[config.mk]
export PLATFORM = sky130hd
export DESIGN_NAME = blk_rd_engine
export DESIGN_NICKNAME = d
export VERILOG_FILES = /design/src/rtl/blk_rd_engine.sv
export SDC_FILE = /design/constraint.sdc
export NUM_CORES = 1
export LEC_CHECK = 0
export BUFFER_PORTS_ARGS = -buffer_cell sky130_fd_sc_hd__buf_2
export CAP_MARGIN = 20
export CORE_AREA = 4 4 118 86
export CTS_BUF_LIST = sky130_fd_sc_hd__clkbuf_8
export DETAILED_ROUTE_END_ITERATION = 8
export DIE_AREA = 0 0 122 90
export MAX_ROUTING_LAYER = met4
export PLACE_DENSITY = 0.81
export SYNTH_ARGS = -nofsm -noshare
export SYNTH_HDL_FRONTEND = slang
export SYNTH_SLANG_ARGS = --single-unit
[constraint.sdc]
create_clock -name i_clk -period 3.07 [get_ports i_clk]
set_clock_uncertainty 0.1 [all_clocks]
set_input_delay 0.307 -clock i_clk [delete_from_list [all_inputs] [get_ports i_clk]]
set_output_delay 0.307 -clock i_clk [all_outputs]
set_load 0.005 [all_outputs]
[src/rtl/blk_rd_engine.sv]
// blk_rd_engine: reads one granted block from the packet SRAM and
// streams its words to the output port through a 2-entry return FIFO.
module blk_rd_engine #(
    parameter int PORTNUM        = 16,
    parameter int BLK_ADDR_WIDTH = 10,
    parameter int WORDS_PER_BLK  = 16,
    parameter int TIMES_WIDTH    = $clog2(WORDS_PER_BLK),
    parameter int LEN_WIDTH      = 10,
    parameter int DATA_WIDTH     = 32
) (
    input  logic                                i_clk,
    input  logic                                i_rst_n,
    input  logic [$clog2(PORTNUM)-1:0]          i_port,
    input  logic                                i_port_vld,
    input  logic [BLK_ADDR_WIDTH-1:0]           i_blk_addr,
    input  logic                                i_blk_addr_vld,
    input  logic                                i_last_blk_vld,
    input  logic [TIMES_WIDTH-1:0]              i_last_r_times,
    output logic                                o_rd_en,
    output logic [BLK_ADDR_WIDTH+TIMES_WIDTH-1:0] o_rd_addr,
    input  logic [DATA_WIDTH-1:0]               i_rd_data,
    output logic [DATA_WIDTH-1:0]               o_data,
    output logic                                o_data_vld,
    input  logic                                i_out_rdy,
    output logic                                o_sop,
    output logic                                o_eop,
    output logic [$clog2(PORTNUM)-1:0]          o_port,
    output logic [LEN_WIDTH-1:0]                o_len,
    output logic                                o_len_vld,
    output logic                                o_r_done,
    output logic                                o_err
);

    localparam int PW = $clog2(PORTNUM);
    localparam int CW = TIMES_WIDTH + 1;
    localparam logic [CW-1:0] FULL_CNT = CW'(WORDS_PER_BLK);

    typedef enum logic [1:0] {
        S_IDLE,
        S_READ,
        S_DRAIN,
        S_DONE
    } state_t;

    state_t                    state_q, state_d;
    logic [BLK_ADDR_WIDTH-1:0] blk_q, blk_d;
    logic [CW-1:0]             target_q, target_d;
    logic [CW-1:0]             issue_q, issue_d;
    logic [CW-1:0]             dlv_q, dlv_d;
    logic                      last_q, last_d;
    logic                      arrive_q, arrive_d;
    logic [DATA_WIDTH-1:0]     head_q, head_d;
    logic [DATA_WIDTH-1:0]     skid_q, skid_d;
    logic                      head_vld_q, head_vld_d;
    logic                      skid_vld_q, skid_vld_d;
    logic                      sop_pend_q, sop_pend_d;
    logic                      hdr_pend_q, hdr_pend_d;
    logic [PW-1:0]             port_q, port_d;
    logic [LEN_WIDTH-1:0]      len_q, len_d;
    logic                      len_vld_q, len_vld_d;
    logic                      done_q, done_d;
    logic                      err_q, err_d;

    logic       accept;
    logic       rd_en;
    logic       last_beat;
    logic [1:0] credit;

    assign accept    = head_vld_q & i_out_rdy;
    assign last_beat = accept & (dlv_q == target_q - CW'(1));

    // Counting the beat leaving this cycle keeps 1 word/cycle at full rate
    // while still guaranteeing every outstanding read has a FIFO slot.
    assign credit = 2'(arrive_q) + 2'(head_vld_q) + 2'(skid_vld_q)
                  - 2'(accept);

    assign rd_en = (state_q == S_READ) && (issue_q < target_q)
                && (credit < 2'd2);

    always_comb begin
        state_d    = state_q;
        blk_d      = blk_q;
        target_d   = target_q;
        issue_d    = issue_q;
        dlv_d      = dlv_q;
        last_d     = last_q;
        arrive_d   = rd_en;
        head_d     = head_q;
        skid_d     = skid_q;
        head_vld_d = head_vld_q;
        skid_vld_d = skid_vld_q;
        sop_pend_d = sop_pend_q;
        hdr_pend_d = hdr_pend_q;
        port_d     = port_q;
        len_d      = len_q;
        len_vld_d  = 1'b0;
        done_d     = 1'b0;
        err_d      = err_q;

        if (accept) begin
            if (skid_vld_q) begin
                head_d     = skid_q;
                skid_vld_d = arrive_q;
                if (arrive_q) begin
                    skid_d = i_rd_data;
                end
            end else begin
                head_vld_d = arrive_q;
                if (arrive_q) begin
                    head_d = i_rd_data;
                end
            end
        end else if (arrive_q) begin
            if (head_vld_q) begin
                skid_d     = i_rd_data;
                skid_vld_d = 1'b1;
            end else begin
                head_d     = i_rd_data;
                head_vld_d = 1'b1;
            end
        end

        if (accept && sop_pend_q) begin
            sop_pend_d = 1'b0;
        end

        if (arrive_q && hdr_pend_q) begin
            len_d      = i_rd_data[LEN_WIDTH-1:0];
            len_vld_d  = 1'b1;
            hdr_pend_d = 1'b0;
        end

        if (i_port_vld) begin
            port_d     = i_port;
            sop_pend_d = 1'b1;
            hdr_pend_d = 1'b1;
        end

        if (rd_en) begin
            issue_d = issue_q + CW'(1);
        end
        if (accept) begin
            dlv_d = dlv_q + CW'(1);
        end

        if (i_blk_addr_vld && (state_q != S_IDLE)) begin
            err_d = 1'b1;
        end

        unique case (state_q)
            S_IDLE: begin
                if (i_blk_addr_vld) begin
                    blk_d    = i_blk_addr;
                    target_d = i_last_blk_vld
                             ? {1'b0, i_last_r_times} + CW'(1)
                             : FULL_CNT;
                    last_d   = i_last_blk_vld;
                    issue_d  = '0;
                    dlv_d    = '0;
                    state_d  = S_READ;
                end
            end
            S_READ: begin
                if (rd_en && (issue_q + CW'(1) == target_q)) begin
                    state_d = S_DRAIN;
                end
            end
            S_DRAIN: begin
                if (last_beat) begin
                    done_d  = 1'b1;
                    state_d = S_DONE;
                end
            end
            S_DONE: begin
                state_d = S_IDLE;
            end
            default: begin
                state_d = S_IDLE;
            end
        endcase
    end

    always_ff @(posedge i_clk) begin
        if (!i_rst_n) begin
            state_q    <= S_IDLE;
            blk_q      <= '0;
            target_q   <= '0;
            issue_q    <= '0;
            dlv_q      <= '0;
            last_q     <= 1'b0;
            arrive_q   <= 1'b0;
            head_q     <= '0;
            skid_q     <= '0;
            head_vld_q <= 1'b0;
            skid_vld_q <= 1'b0;
            sop_pend_q <= 1'b0;
            hdr_pend_q <= 1'b0;
            port_q     <= '0;
            len_q      <= '0;
            len_vld_q  <= 1'b0;
            done_q     <= 1'b0;
            err_q      <= 1'b0;
        end else begin
            state_q    <= state_d;
            blk_q      <= blk_d;
            target_q   <= target_d;
            issue_q    <= issue_d;
            dlv_q      <= dlv_d;
            last_q     <= last_d;
            arrive_q   <= arrive_d;
            head_q     <= head_d;
            skid_q     <= skid_d;
            head_vld_q <= head_vld_d;
            skid_vld_q <= skid_vld_d;
            sop_pend_q <= sop_pend_d;
            hdr_pend_q <= hdr_pend_d;
            port_q     <= port_d;
            len_q      <= len_d;
            len_vld_q  <= len_vld_d;
            done_q     <= done_d;
            err_q      <= err_d;
        end
    end

    assign o_rd_en    = rd_en;
    assign o_rd_addr  = {blk_q, issue_q[TIMES_WIDTH-1:0]};
    assign o_data     = head_q;
    assign o_data_vld = head_vld_q;
    assign o_sop      = head_vld_q & sop_pend_q;
    assign o_eop      = head_vld_q & last_q
                      & (dlv_q == target_q - CW'(1));
    assign o_port     = port_q;
    assign o_len      = len_q;
    assign o_len_vld  = len_vld_q;
    assign o_r_done   = done_q;
    assign o_err      = err_q;

endmodule

==> run_summary.xml, run 1 <==
<?xml version="1.0" encoding="UTF-8"?>
<metrics>
  <group name="detailed_routing">
    <metric name="drt_iter0_markers" unit="">390</metric>
    <metric name="detail_route.first_pass.iterations" unit="">5</metric>
    <metric name="routed-via-count" unit="">4638</metric>
    <metric name="final_antenna_net_count" unit="">0</metric>
    <metric name="post_drt_wl_per_cell" unit="um">14.9</metric>
    <metric name="postRouteWirelength" unit="um">12700</metric>
    <metric name="drc" unit="">0</metric>
    <metric name="routed_via_density" unit="">5.42</metric>
  </group>
  <group name="worst_hold_path">
    <metric name="hold_path_depth" unit="">3</metric>
    <metric name="timing.hold.worst.class" unit="">input port to register</metric>
  </group>
  <group name="finish">
    <metric name="flow.area_growth_from_synthesis" unit="%">23.4</metric>
    <metric name="layout.nets" unit="">790</metric>
    <metric name="diodes" unit="">0</metric>
    <metric name="post_route_cells_drive_above_1_share" unit="%">22.7</metric>
    <metric name="finalNonFillerCells" unit="">856</metric>
  </group>
  <group name="logic_synthesis">
    <metric name="synth_nets" unit="">681</metric>
    <metric name="yosysWarnings" unit="">0</metric>
    <metric name="post_synth_top_flop" unit="">sky130_fd_sc_hd__dfxtp_1</metric>
    <metric name="synth_cells" unit="">610</metric>
    <metric name="ys_async_sr_fraction" unit="%">0</metric>
    <metric name="syn_area" unit="mm^2">0.00486</metric>
    <metric name="seq_area_frac_synth" unit="%">46.9</metric>
    <metric name="postSynthAreaPerCell" unit="um^2">7.97</metric>
    <metric name="synth.distinct_cells" unit="">43</metric>
    <metric name="synth_seq_cells" unit="">114</metric>
    <metric name="synth_enable_flop_cells" unit="">0</metric>
  </group>
  <group name="critical_path">
    <metric name="critical_path.endpoint_type" unit="">output port</metric>
    <metric name="worst-r2r-setup-slack" unit="ns">0.30</metric>
    <metric name="critical_path.endpoint" unit="">o_rd_en</metric>
    <metric name="criticalPathCategory" unit="">register to output port</metric>
    <metric name="crit_start" unit="">o_data_vld$_SDFFE_PN0P_</metric>
    <metric name="cp.arrival" unit="ns">2.43</metric>
    <metric name="cp_max_fo" unit="">9</metric>
    <metric name="r2r-end" unit="">state_q[0]$_SDFFE_PN0P_</metric>
    <metric name="r2r_start" unit="">o_data_vld$_SDFFE_PN0P_</metric>
    <metric name="r2r.worst_path.cells" unit="">9</metric>
    <metric name="crit_path_start_kind" unit="">register</metric>
    <metric name="cp.required" unit="ns">2.66</metric>
  </group>
  <group name="power_and_ir_drop">
    <metric name="share_seq_of_total_power" unit="%">46.5</metric>
    <metric name="cellPowerDensity" unit="mW/mm^2">583</metric>
    <metric name="power_switching_share" unit="%">28.5</metric>
    <metric name="clock_power_share" unit="%">36.3</metric>
    <metric name="combPwrFrac" unit="%">17.2</metric>
    <metric name="power.static_leakage" unit="nW">2.49</metric>
    <metric name="int_pwr" unit="mW">2.50</metric>
    <metric name="switching_power" unit="mW">0.997</metric>
    <metric name="report.power.total" unit="mW">3.50</metric>
    <metric name="ir_worst_vdd" unit="mV">0.393</metric>
  </group>
  <group name="die">
    <metric name="core_area" unit="mm^2">0.00896</metric>
    <metric name="floorplan.die_area" unit="mm^2">0.0110</metric>
    <metric name="dieWidth" unit="um">122</metric>
    <metric name="start_util" unit="%">54.3</metric>
    <metric name="io-pin-count" unit="">123</metric>
    <metric name="dieHeight" unit="um">90</metric>
    <metric name="rows" unit="">29</metric>
  </group>
  <group name="global_route">
    <metric name="grt_max_degree" unit="">63</metric>
    <metric name="globalRoute.totalOverflow" unit="">0</metric>
    <metric name="grt_usage" unit="%">24.0</metric>
    <metric name="grt_antenna_before_repair" unit="">0</metric>
    <metric name="grt_first_pass_wirelength" unit="um">20700</metric>
    <metric name="grt_pass1_vias" unit="">4279</metric>
  </group>
  <group name="timing">
    <metric name="finalSetupTns" unit="ns">0</metric>
    <metric name="slew_viol_final" unit="">0</metric>
    <metric name="tightest_slew" unit="ns">0.733</metric>
    <metric name="max_clock_freq" unit="GHz">0.352</metric>
    <metric name="final.period_utilization" unit="%">92.4</metric>
    <metric name="finalWorstPathRequiredPeriod" unit="ns">2.84</metric>
    <metric name="setup_viol" unit="">0</metric>
    <metric name="rsz0062_at_grt" unit="">no</metric>
    <metric name="timing_hold_violations_final" unit="">0</metric>
    <metric name="fin_hold_ws" unit="ns">0.0264</metric>
    <metric name="worst_slew_margin_rel" unit="%">51.0</metric>
  </group>
  <group name="clocking">
    <metric name="worst_path_clk_slew" unit="ns">0.06</metric>
    <metric name="cts.sinks" unit="">114</metric>
    <metric name="cts_tree" unit="">built</metric>
    <metric name="worstSkewPairLatency" unit="ns">0.43</metric>
    <metric name="clock_tree.root_cell" unit="">sky130_fd_sc_hd__clkbuf_8</metric>
    <metric name="tritoncts.num_buffers" unit="">17</metric>
    <metric name="clock_tree.buffer_depth" unit="">2</metric>
    <metric name="htree_levels" unit="">4</metric>
  </group>
  <group name="job">
    <metric name="max_cap_violations" unit="">0</metric>
  </group>
  <group name="outcome">
    <metric name="outcome" unit="">complete, no violations</metric>
  </group>
  <group name="placed_design">
    <metric name="port_buffers" unit="">122</metric>
    <metric name="detailed_place_hpwl" unit="um">8400</metric>
    <metric name="dp_cells" unit="">814</metric>
    <metric name="place.gp.congestion" unit="">0.921</metric>
  </group>
</metrics>
## power groups by stage
stage                     combinational (mW)  sequential [mW]  clock [mW]
after floorplan                        0.392             1.64           0
after global placement                 0.558             1.65           0
after detailed placement               0.580             1.66           0
after CTS                              0.596             1.62        1.29
after global routing                   0.663             1.63        1.35
final                                  0.603             1.63        1.27
## worst min path at each step
| stage | start | endpoint |
|---|---|---|
| finish | i_blk_addr[9] | blk_q[9]$_SDFFE_PN0P_ |
| detailed placement | blk_q[6]$_SDFFE_PN0P_ | blk_q[6]$_SDFFE_PN0P_ |
| global route | i_rd_data[17] | skid_q[17]$_SDFFE_PN0P_ |
| floorplan | last_q$_SDFFE_PN0P_ | last_q$_SDFFE_PN0P_ |
| global placement | blk_q[4]$_SDFFE_PN0P_ | blk_q[4]$_SDFFE_PN0P_ |
| CTS | i_blk_addr[9] | blk_q[9]$_SDFFE_PN0P_ |
## layout make-up
| class | count | area [um^2] |
|---|---|---|
| Clock buffer | 21 | 289 |
| Inverter | 15 | 56.3 |
| Fill cell | 746 | 2960 |
| Clock inverter | 11 | 72.6 |
| Sequential cell | 114 | 2280 |
| Tap cell | 124 | 155 |
| Timing Repair Buffer | 138 | 811 |
| Multi-Input combinational cell | 433 | 2330 |
## critical path, stage by stage (launching register included)
cell and delay, ns:
sky130_fd_sc_hd__dfxtp_2 0.41, sky130_fd_sc_hd__nand2_1 0.17, sky130_fd_sc_hd__ha_1 0.33, sky130_fd_sc_hd__ha_1 0.28
sky130_fd_sc_hd__a21oi_1 0.18, sky130_fd_sc_hd__xor2_1 0.25, sky130_fd_sc_hd__nand3_4 0.15, sky130_fd_sc_hd__inv_2 0.12
sky130_fd_sc_hd__buf_2 0.12
## repair_timing
action	in CTS	in global routing
buffers inserted	0	0
hold buffers	9	0
gates resized for setup	0	1
setup endpoints to repair	0	2
endpoints found under the hold margin	9	0
## routing by layer
metal	up-vias	wire [um]	GRT usage [%]
met3	19	876	5.71
met2	162	6060	36.5
met1	2169	5600	31.2
li1	2288	-	-
met5	-	0	-
met4	0	203	8.49
## Yosys cell counts (2+ instances only)
master	instances	area share, %
sky130_fd_sc_hd__buf_1	2	0.15
sky130_fd_sc_hd__xor2_1	9	1.6
sky130_fd_sc_hd__mux2i_1	5	1.0
sky130_fd_sc_hd__nor3_1	2	0.21
sky130_fd_sc_hd__nand2_1	162	12
sky130_fd_sc_hd__a31oi_1	2	0.26
sky130_fd_sc_hd__buf_4	4	0.62
sky130_fd_sc_hd__a311oi_1	32	5.8
sky130_fd_sc_hd__clkbuf_1	41	3.2
sky130_fd_sc_hd__inv_1	11	0.85
sky130_fd_sc_hd__nand3_1	40	4.1
sky130_fd_sc_hd__xnor2_1	11	2.0
sky130_fd_sc_hd__o2111ai_1	3	0.54
sky130_fd_sc_hd__a21oi_1	65	6.7
sky130_fd_sc_hd__inv_2	4	0.31
sky130_fd_sc_hd__nand2b_1	2	0.26
sky130_fd_sc_hd__ha_1	15	3.9
sky130_fd_sc_hd__nor2_1	58	4.5
sky130_fd_sc_hd__and2_1	4	0.51
sky130_fd_sc_hd__nand4_1	2	0.26
sky130_fd_sc_hd__dfxtp_1	114	47
## stage by stage
stage / cell area (um^2) / util [%] / worst slack, ns
after floorplan: 4860 / - / 0.478
after global placement: 5520 / 61.6 / 0.364
after detailed placement: 5520 / 61.6 / 0.222
after CTS: 5970 / 66.6 / 0.0911
after global routing: 6000 / 67.0 / 0.0164
final: 6000 / 67.0 / 0.233
## flip-flops by register name, summed over array words and instances (netlist names), 4 cells and up
signal    cells
skid_q       32
o_len        10
dlv_q         5
o_data       32
blk_q        10
o_port        4
target_q      5
issue_q       5
## cells in the final DEF, fill, tap and decap left out, types with 3 or more instances in the layout
| cell type | count |
|---|---|
| sky130_fd_sc_hd__nand2_1 | 162 |
| sky130_fd_sc_hd__buf_2 | 122 |
| sky130_fd_sc_hd__dfxtp_1 | 113 |
| sky130_fd_sc_hd__a21oi_1 | 65 |
| sky130_fd_sc_hd__nor2_1 | 56 |
| sky130_fd_sc_hd__nand3_1 | 40 |
| sky130_fd_sc_hd__a311oi_1 | 32 |
| sky130_fd_sc_hd__clkbuf_8 | 21 |
| sky130_fd_sc_hd__inv_1 | 17 |
| sky130_fd_sc_hd__ha_1 | 15 |
| sky130_fd_sc_hd__xnor2_1 | 11 |
| sky130_fd_sc_hd__xor2_1 | 9 |
| sky130_fd_sc_hd__dlygate4sd3_1 | 9 |
| sky130_fd_sc_hd__mux2i_1 | 5 |
| sky130_fd_sc_hd__inv_2 | 4 |
| sky130_fd_sc_hd__and2_1 | 4 |
| sky130_fd_sc_hd__clkinv_2 | 4 |
| sky130_fd_sc_hd__o2111ai_1 | 3 |
| sky130_fd_sc_hd__buf_12 | 3 |
| sky130_fd_sc_hd__buf_4 | 3 |
## logic make-up (layout without fill, tap and decap cells)
kind of cell	after synthesis	in the layout	synth area share (%)
AO/OA/AOI/OAI	114	114	15.2
XOR/XNOR	21	21	3.94
adder cells (fa/ha/maj)	15	15	3.86
buffers and inverters	63	185	5.32
flip-flops	114	114	46.9
multiplexers	5	5	1.03
AND/OR/NAND/NOR	278	278	23.8
Note: power is estimated with default switching activity, not from simulation.
==> run 2: changes to the inputs <==
==> config.mk (replaced) <==
export PLATFORM = sky130hd
export DESIGN_NAME = blk_rd_engine
export DESIGN_NICKNAME = d
export VERILOG_FILES = /design/src/rtl/blk_rd_engine.sv
export SDC_FILE = /design/constraint.sdc
export NUM_CORES = 1
export LEC_CHECK = 0
export ABC_AREA = 1
export BUFFER_PORTS_ARGS = -buffer_cell sky130_fd_sc_hd__buf_2
export CAP_MARGIN = 20
export CORE_AREA = 4 4 119 87
export CTS_BUF_LIST = sky130_fd_sc_hd__clkbuf_8
export DETAILED_ROUTE_END_ITERATION = 8
export DIE_AREA = 0 0 123 91
export MAX_ROUTING_LAYER = met4
export PLACE_DENSITY = 0.8
export SYNTH_ARGS = -nofsm -noshare
export SYNTH_HDL_FRONTEND = slang
export SYNTH_SLANG_ARGS = --single-unit
==> run 2 against run 1 <==
Compared with the run above:
- combinational power grew 41%
- sequential cell count is the same
- first-iteration DRC count grew 32%
- largest cell class unchanged
- core utilization shrank 1.1 points
- count of clock-buffer cells in the layout shrank 2
- register-to-register slack gained 0.51 ns
- fmax grew 1.9%
- highest routed layer unchanged
- design area shrank 0.90%
- critical endpoint unchanged
- critical path depth is the same
- clock power grew 6%
==> run_summary.xml, run 2 <==
<?xml version="1.0" encoding="UTF-8"?>
<metrics>
  <group name="clocking">
    <metric name="clock_tree.root_cell" unit="">sky130_fd_sc_hd__clkbuf_8</metric>
    <metric name="cts.sinks" unit="">114</metric>
    <metric name="tritoncts.num_buffers" unit="">17</metric>
    <metric name="clock_tree.buffer_depth" unit="">2</metric>
    <metric name="worst_path_clk_slew" unit="ns">0.06</metric>
    <metric name="worstSkewPairLatency" unit="ns">0.42</metric>
    <metric name="htree_levels" unit="">4</metric>
    <metric name="cts_tree" unit="">built</metric>
    <metric name="postCtsSetupRepairBufs" unit="">0</metric>
  </group>
  <group name="critical_path">
    <metric name="cp_max_fo" unit="">11</metric>
    <metric name="cp.required" unit="ns">2.66</metric>
    <metric name="worst_path_dominant_cell_family" unit="">adder cells</metric>
    <metric name="critical_path.endpoint_type" unit="">output port</metric>
    <metric name="critical-path-top-cell-by-count" unit="">sky130_fd_sc_hd__ha_1</metric>
    <metric name="cp.arrival" unit="ns">2.38</metric>
    <metric name="crit_path_start_kind" unit="">register</metric>
    <metric name="max_stage_delay" unit="ns">0.39</metric>
    <metric name="worst-r2r-setup-slack" unit="ns">0.81</metric>
    <metric name="path_cells" unit="">nand2_2 &gt; ha_1 &gt; ha_1 &gt; a21oi_1 &gt; xor2_1 &gt; nor2_2 &gt; buf_4 &gt; buf_2</metric>
    <metric name="cp_slowest_cell" unit="">sky130_fd_sc_hd__dfxtp_2</metric>
    <metric name="criticalPathCategory" unit="">register to output port</metric>
    <metric name="cp_num_buf_inv" unit="">2</metric>
  </group>
  <group name="detailed_routing">
    <metric name="dr_wl_met2" unit="um">5910</metric>
    <metric name="routed-via-count" unit="">4847</metric>
    <metric name="post_drt_wl_per_cell" unit="um">14.6</metric>
    <metric name="drc" unit="">0</metric>
    <metric name="detail_route.first_pass.iterations" unit="">5</metric>
    <metric name="drt_iter0_markers" unit="">514</metric>
    <metric name="wl_met3" unit="um">1120</metric>
    <metric name="met1Wirelength" unit="um">5980</metric>
    <metric name="postRouteWirelength" unit="um">13300</metric>
    <metric name="final_antenna_net_count" unit="">0</metric>
    <metric name="routed_via_density" unit="">5.33</metric>
    <metric name="dr.max_layer_used" unit="">met4</metric>
  </group>
  <group name="logic_synthesis">
    <metric name="yosys.area.top_type_share" unit="%">46.3</metric>
    <metric name="synth_top_cell_by_area" unit="">sky130_fd_sc_hd__dfxtp_1</metric>
    <metric name="syn_area" unit="mm^2">0.00493</metric>
    <metric name="post_synth_top_flop" unit="">sky130_fd_sc_hd__dfxtp_1</metric>
    <metric name="seq_area_frac_synth" unit="%">46.3</metric>
    <metric name="synth.distinct_cells" unit="">30</metric>
    <metric name="synth_cells" unit="">663</metric>
    <metric name="postSynthAreaPerCell" unit="um^2">7.44</metric>
    <metric name="synth_enable_flop_cells" unit="">0</metric>
    <metric name="ys_async_sr_fraction" unit="%">0</metric>
    <metric name="synth_most_common_cell" unit="">sky130_fd_sc_hd__nor2_1</metric>
    <metric name="yosysWarnings" unit="">0</metric>
    <metric name="synth_nets" unit="">734</metric>
    <metric name="synth_top_cells_by_count" unit="">139 x sky130_fd_sc_hd__nor2_1, 114 x sky130_fd_sc_hd__dfxtp_1, 93 x sky130_fd_sc_hd__nand2_1</metric>
    <metric name="synth_seq_cells" unit="">114</metric>
    <metric name="synth.area.top_cells" unit="">sky130_fd_sc_hd__dfxtp_1 46%, sky130_fd_sc_hd__nor2_1 11%, sky130_fd_sc_hd__a21oi_1 7.7%</metric>
  </group>
  <group name="power_and_ir_drop">
    <metric name="cellPowerDensity" unit="mW/mm^2">657</metric>
    <metric name="power.static_leakage" unit="nW">2.67</metric>
    <metric name="ir_worst_vdd" unit="mV">0.317</metric>
  </group>
  <group name="die">
    <metric name="rows" unit="">29</metric>
    <metric name="start_util" unit="%">54.6</metric>
    <metric name="dieWidth" unit="um">123</metric>
    <metric name="io-pin-count" unit="">123</metric>
    <metric name="core_area" unit="mm^2">0.00903</metric>
    <metric name="dieHeight" unit="um">91</metric>
    <metric name="floorplan.die_area" unit="mm^2">0.0112</metric>
  </group>
  <group name="placed_design">
    <metric name="port_buffers" unit="">122</metric>
    <metric name="dp_worst_setup_slack" unit="ns">0.640</metric>
    <metric name="detailed_place_hpwl" unit="um">9170</metric>
    <metric name="place.gp.congestion" unit="">0.881</metric>
  </group>
  <group name="timing">
    <metric name="setup_viol" unit="">0</metric>
    <metric name="timing_hold_violations_final" unit="">0</metric>
    <metric name="rsz0062_at_grt" unit="">no</metric>
    <metric name="final.setup.worst_slack" unit="ns">0.286</metric>
    <metric name="tightest_slew" unit="ns">0.703</metric>
    <metric name="final.period_utilization" unit="%">90.7</metric>
    <metric name="worst_slew_margin_rel" unit="%">53.2</metric>
    <metric name="max_clock_freq" unit="GHz">0.359</metric>
    <metric name="slew_viol_final" unit="">0</metric>
    <metric name="finalWorstPathRequiredPeriod" unit="ns">2.78</metric>
    <metric name="finalSetupTns" unit="ns">0</metric>
    <metric name="fin_hold_ws" unit="ns">0.0266</metric>
  </group>
  <group name="global_route">
    <metric name="globalRoute.totalOverflow" unit="">0</metric>
    <metric name="grt_antenna_before_repair" unit="">0</metric>
    <metric name="grt_max_degree" unit="">56</metric>
    <metric name="grt_pass1_vias" unit="">4611</metric>
    <metric name="grt_first_pass_wirelength" unit="um">21700</metric>
    <metric name="grt_usage" unit="%">24.8</metric>
  </group>
  <group name="finish">
    <metric name="mostFrequentLayoutCells" unit="">139 x sky130_fd_sc_hd__nor2_1, 122 x sky130_fd_sc_hd__buf_2, 113 x sky130_fd_sc_hd__dfxtp_1</metric>
    <metric name="flip_flop_and_latch_area" unit="mm^2">0.00228</metric>
    <metric name="layout.nets" unit="">844</metric>
    <metric name="layout.filler_cells" unit="">783</metric>
    <metric name="post_route_cells_drive_above_1_share" unit="%">23.4</metric>
    <metric name="flow.area_growth_from_synthesis" unit="%">20.6</metric>
    <metric name="combined_area_of_the_multi_input_logic_cells" unit="mm^2">0.00228</metric>
    <metric name="mostFrequentLayoutCell" unit="">sky130_fd_sc_hd__nor2_1</metric>
    <metric name="diodes" unit="">0</metric>
  </group>
  <group name="outcome">
    <metric name="outcome" unit="">complete, no violations</metric>
  </group>
  <group name="job">
    <metric name="max_cap_violations" unit="">0</metric>
  </group>
  <group name="worst_hold_path">
    <metric name="timing.hold.worst.class" unit="">input port to register</metric>
  </group>
</metrics>
==> run 2: cell types whose count changed after synthesis, sizes merged, moves of 6 or more <==
cell    delta
a21oi     +12
o21ai     +94
a311oi    -32
inv       +28
nand2     -65
buf       +17
xnor2     -10
nand3     -24
clkbuf    -28
xor2       -6
nor2      +85
==> run 2: path summary, 6_finish.rpt <==
check | endpoint | cells after the start | from
max | o_rd_en | 8 | o_data_vld$_SDFFE_PN0P_
min | o_port[0]$_SDFFE_PN0P_ | 3 | i_port[0]
max reg2reg | o_data[31]$_SDFFE_PN0P_ | 8 | o_data_vld$_SDFFE_PN0P_
min reg2reg | o_data[23]$_SDFFE_PN0P_ | 2 | skid_q[23]$_SDFFE_PN0P_
==> run 2: per-layer routing <==
layer / vias up / track usage (%)
met5: - / -
met2: 206 / 35.7
li1: 2392 / -
met3: 30 / 5.09
met1: 2219 / 32.9
met4: 0 / 12.7
==> run 2: layout make-up <==
cell class / count / share of cell area (%)
multi-input combinational: 467 / 38.4
timing repair buffer: 128 / 11.3
clock buffer: 19 / 4.40
inverter: 45 / 2.88
tap: 124 / 2.61
clock inverter: 13 / 2.02
sequential: 114 / 38.4
==> run 2: through the flow <==
step,instances,power (mW),instance area (um^2),util [%]
detailed placement,877,2.59,5550,61.5
floorplan,663,2.31,4930,-
CTS,910,3.92,5950,65.8
global placement,877,2.54,5550,61.5
finish,910,3.91,5950,65.8
global route,910,4.15,5950,65.8
==> run 2: worst min-delay path, delay by kind of cell <==
family | cells | cell delay [ns]
and+or+nand+nor | 2 | 0.12
buffers and inverters | 1 | 0.08
==> run 2: repair_timing <==
action	4_1_cts	5_1_grt
setup endpoints to repair	0	1
endpoints found under the hold margin	1	0
gates resized for setup	0	1
hold buffers	1	0
==> run 2: power by group <==
part / leakage [nW] / switching, mW / total, mW / internal (mW)
Clock: 0.205 / 0.591 / 1.34 / 0.748
Sequential: 0.924 / 0.110 / 1.72 / 1.61
Combinational: 1.54 / 0.527 / 0.850 / 0.323
==> run 2: cell families (layout without fill, tap and decap cells) <==
family,Yosys count,count (layout),synth area share [%]
XOR/XNOR,5,5,0.888
flip-flops,114,114,46.3
adder cells (fa/ha/maj),15,15,3.81
AND/OR/NAND/NOR,265,265,22.1
buffers and inverters,82,205,7.36
AO/OA/AOI/OAI,182,182,19.6
==> run 3: changes to the inputs <==
--- a/config.mk
+++ b/config.mk
@@ -14,6 +14,7 @@
 export DIE_AREA = 0 0 123 91
 export MAX_ROUTING_LAYER = met4
 export PLACE_DENSITY = 0.8
+export RECOVER_POWER = 50
 export SYNTH_ARGS = -nofsm -noshare
 export SYNTH_HDL_FRONTEND = slang
 export SYNTH_SLANG_ARGS = --single-unit
==> run 3 against run 2 <==
Compared with the run above:
- the run now ends with capacitance limit, slew limit left
- total power down 0.29%
- global-route usage unchanged
- final cell count unchanged
- non-clock buffer count unchanged
- routed wire length down 0.14%
- core utilization down 0.73 points
- first-iteration DRC count up 4.1%
- sequential power about the same
- worst hold slack better by 0.0011 ns
- critical path type unchanged
- highest routed layer unchanged
==> run_summary.xml, run 3 (synthesis results as in run 2) <==
<?xml version="1.0" encoding="UTF-8"?>
<metrics>
  <group name="timing">
    <metric name="max_clock_freq" unit="GHz">0.355</metric>
    <metric name="slew_viol_final" unit="">42</metric>
    <metric name="finalWorstPathRequiredPeriod" unit="ns">2.82</metric>
    <metric name="finalSetupTns" unit="ns">0</metric>
    <metric name="tightest_slew" unit="ns">1.62</metric>
    <metric name="final.period_utilization" unit="%">91.7</metric>
    <metric name="rsz0062_at_grt" unit="">no</metric>
    <metric name="worst_slew_margin_rel" unit="%">-7.93</metric>
    <metric name="final.setup.worst_slack" unit="ns">0.253</metric>
    <metric name="timing_hold_violations_final" unit="">0</metric>
    <metric name="setup_viol" unit="">0</metric>
    <metric name="fin_hold_ws" unit="ns">0.0277</metric>
  </group>
  <group name="clocking">
    <metric name="htree_levels" unit="">4</metric>
    <metric name="worst_path_clk_slew" unit="ns">0.06</metric>
    <metric name="postCtsSetupRepairBufs" unit="">0</metric>
    <metric name="tritoncts.num_buffers" unit="">17</metric>
    <metric name="worstSkewPairLatency" unit="ns">0.42</metric>
    <metric name="clock_tree.buffer_depth" unit="">2</metric>
    <metric name="cts_tree" unit="">built</metric>
    <metric name="cts.sinks" unit="">114</metric>
    <metric name="clock_tree.root_cell" unit="">sky130_fd_sc_hd__clkbuf_8</metric>
  </group>
  <group name="global_route">
    <metric name="grt_first_pass_wirelength" unit="um">21700</metric>
    <metric name="grt_antenna_before_repair" unit="">0</metric>
    <metric name="globalRoute.totalOverflow" unit="">0</metric>
    <metric name="grt_max_degree" unit="">56</metric>
    <metric name="grt_pass1_vias" unit="">4611</metric>
    <metric name="grt_usage" unit="%">24.8</metric>
  </group>
  <group name="worst_hold_path">
    <metric name="timing.hold.worst.class" unit="">input port to register</metric>
    <metric name="hold_start" unit="">i_port[0]</metric>
  </group>
  <group name="finish">
    <metric name="finalNonFillerCells" unit="">910</metric>
    <metric name="layout.filler_cells" unit="">811</metric>
    <metric name="layout.nets" unit="">844</metric>
    <metric name="diodes" unit="">0</metric>
    <metric name="final_util" unit="%">65.1</metric>
    <metric name="flow.area_growth_from_synthesis" unit="%">19.3</metric>
    <metric name="post_route_cells_drive_above_1_share" unit="%">18.8</metric>
    <metric name="finish.instance_area" unit="mm^2">0.00588</metric>
    <metric name="mostFrequentLayoutCell" unit="">sky130_fd_sc_hd__nor2_1</metric>
    <metric name="mostFrequentLayoutCells" unit="">140 x sky130_fd_sc_hd__nor2_1, 113 x sky130_fd_sc_hd__dfxtp_1, 93 x sky130_fd_sc_hd__nand2_1</metric>
  </group>
  <group name="detailed_routing">
    <metric name="drt_iter0_markers" unit="">535</metric>
    <metric name="drc" unit="">0</metric>
    <metric name="routed_via_density" unit="">5.29</metric>
    <metric name="detail_route.first_pass.iterations" unit="">5</metric>
    <metric name="post_drt_wl_per_cell" unit="um">14.6</metric>
    <metric name="routed-via-count" unit="">4818</metric>
    <metric name="postRouteWirelength" unit="um">13200</metric>
    <metric name="final_antenna_net_count" unit="">0</metric>
  </group>
  <group name="critical_path">
    <metric name="criticalPathCategory" unit="">register to output port</metric>
    <metric name="crit_path_start_kind" unit="">register</metric>
    <metric name="critical_path.endpoint_type" unit="">output port</metric>
    <metric name="cp.required" unit="ns">2.66</metric>
    <metric name="worst-r2r-setup-slack" unit="ns">0.78</metric>
    <metric name="crit_start" unit="">o_data_vld$_SDFFE_PN0P_</metric>
    <metric name="cp_max_fo" unit="">11</metric>
    <metric name="r2r_start" unit="">o_data_vld$_SDFFE_PN0P_</metric>
    <metric name="cp.arrival" unit="ns">2.41</metric>
  </group>
  <group name="outcome">
    <metric name="failing_checks" unit="">capacitance limit, slew limit</metric>
    <metric name="outcome" unit="">finished with violations</metric>
  </group>
  <group name="die">
    <metric name="io-pin-count" unit="">123</metric>
    <metric name="start_util" unit="%">54.6</metric>
    <metric name="core_area" unit="mm^2">0.00903</metric>
    <metric name="dieHeight" unit="um">91</metric>
    <metric name="rows" unit="">29</metric>
    <metric name="dieWidth" unit="um">123</metric>
    <metric name="floorplan.die_area" unit="mm^2">0.0112</metric>
  </group>
  <group name="power_and_ir_drop">
    <metric name="report.power.total" unit="mW">3.90</metric>
    <metric name="power.static_leakage" unit="nW">2.52</metric>
    <metric name="cellPowerDensity" unit="mW/mm^2">663</metric>
    <metric name="ir_worst_vdd" unit="mV">0.310</metric>
  </group>
  <group name="placed_design">
    <metric name="place.gp.congestion" unit="">0.881</metric>
    <metric name="detailed_place_hpwl" unit="um">9170</metric>
    <metric name="dp_worst_setup_slack" unit="ns">0.640</metric>
    <metric name="dp_cells" unit="">877</metric>
    <metric name="dpl-instance-area" unit="mm^2">0.00555</metric>
    <metric name="port_buffers" unit="">122</metric>
  </group>
  <group name="job">
    <metric name="max_cap_violations" unit="">1</metric>
  </group>
</metrics>
run 3: worst paths after layout:
path | endpoint | cells past startpoint
min reg2reg | o_data[23]$_SDFFE_PN0P_ | 2
max reg2reg | state_q[0]$_SDFFE_PN0P_ | 11
min | o_port[0]$_SDFFE_PN0P_ | 3
max | o_rd_en | 8
run 3: worst max-delay path, cell delays in order, from the launching register on:
cell	delay [ns]
sky130_fd_sc_hd__dfxtp_2	0.39
sky130_fd_sc_hd__nand2_2	0.16
sky130_fd_sc_hd__ha_1	0.31
sky130_fd_sc_hd__ha_1	0.27
sky130_fd_sc_hd__a21oi_1	0.18
sky130_fd_sc_hd__xor2_1	0.27
sky130_fd_sc_hd__nor2_2	0.08
sky130_fd_sc_hd__buf_4	0.19
sky130_fd_sc_hd__buf_2	0.14
run 3: power by group:
part	switching, mW	internal (mW)
clock	0.592	0.748
sequential	0.110	1.61
combinational	0.525	0.313
run 3: timing repair:
item	in CTS	in global routing
hold endpoints to repair	1	0
setup endpoints to repair	0	1
hold buffers	1	0
resized for setup	0	1
run 3: per-layer routing:
layer  vias up  routed length [um]  part of all wire [%]  GRT usage, %
li1       2392                   -                     -             -
met1      2190                6020                    45          32.9
met2       204                5840                    44          35.7
met3        32                1050                   7.9          5.09
met4         0                 342                   2.6          12.7
met5         -                   0                     0             -
run 3: cell type report:
cell class	instances	area, um^2	share of cell area (%)
Clock buffer	19	262	4.45
Inverter	45	171	2.91
Tap cell	124	155	2.64
Timing Repair Buffer	128	612	10.4
Multi-Input combinational cell	467	2280	38.7
Sequential cell	114	2280	38.8
Clock inverter	13	120	2.04
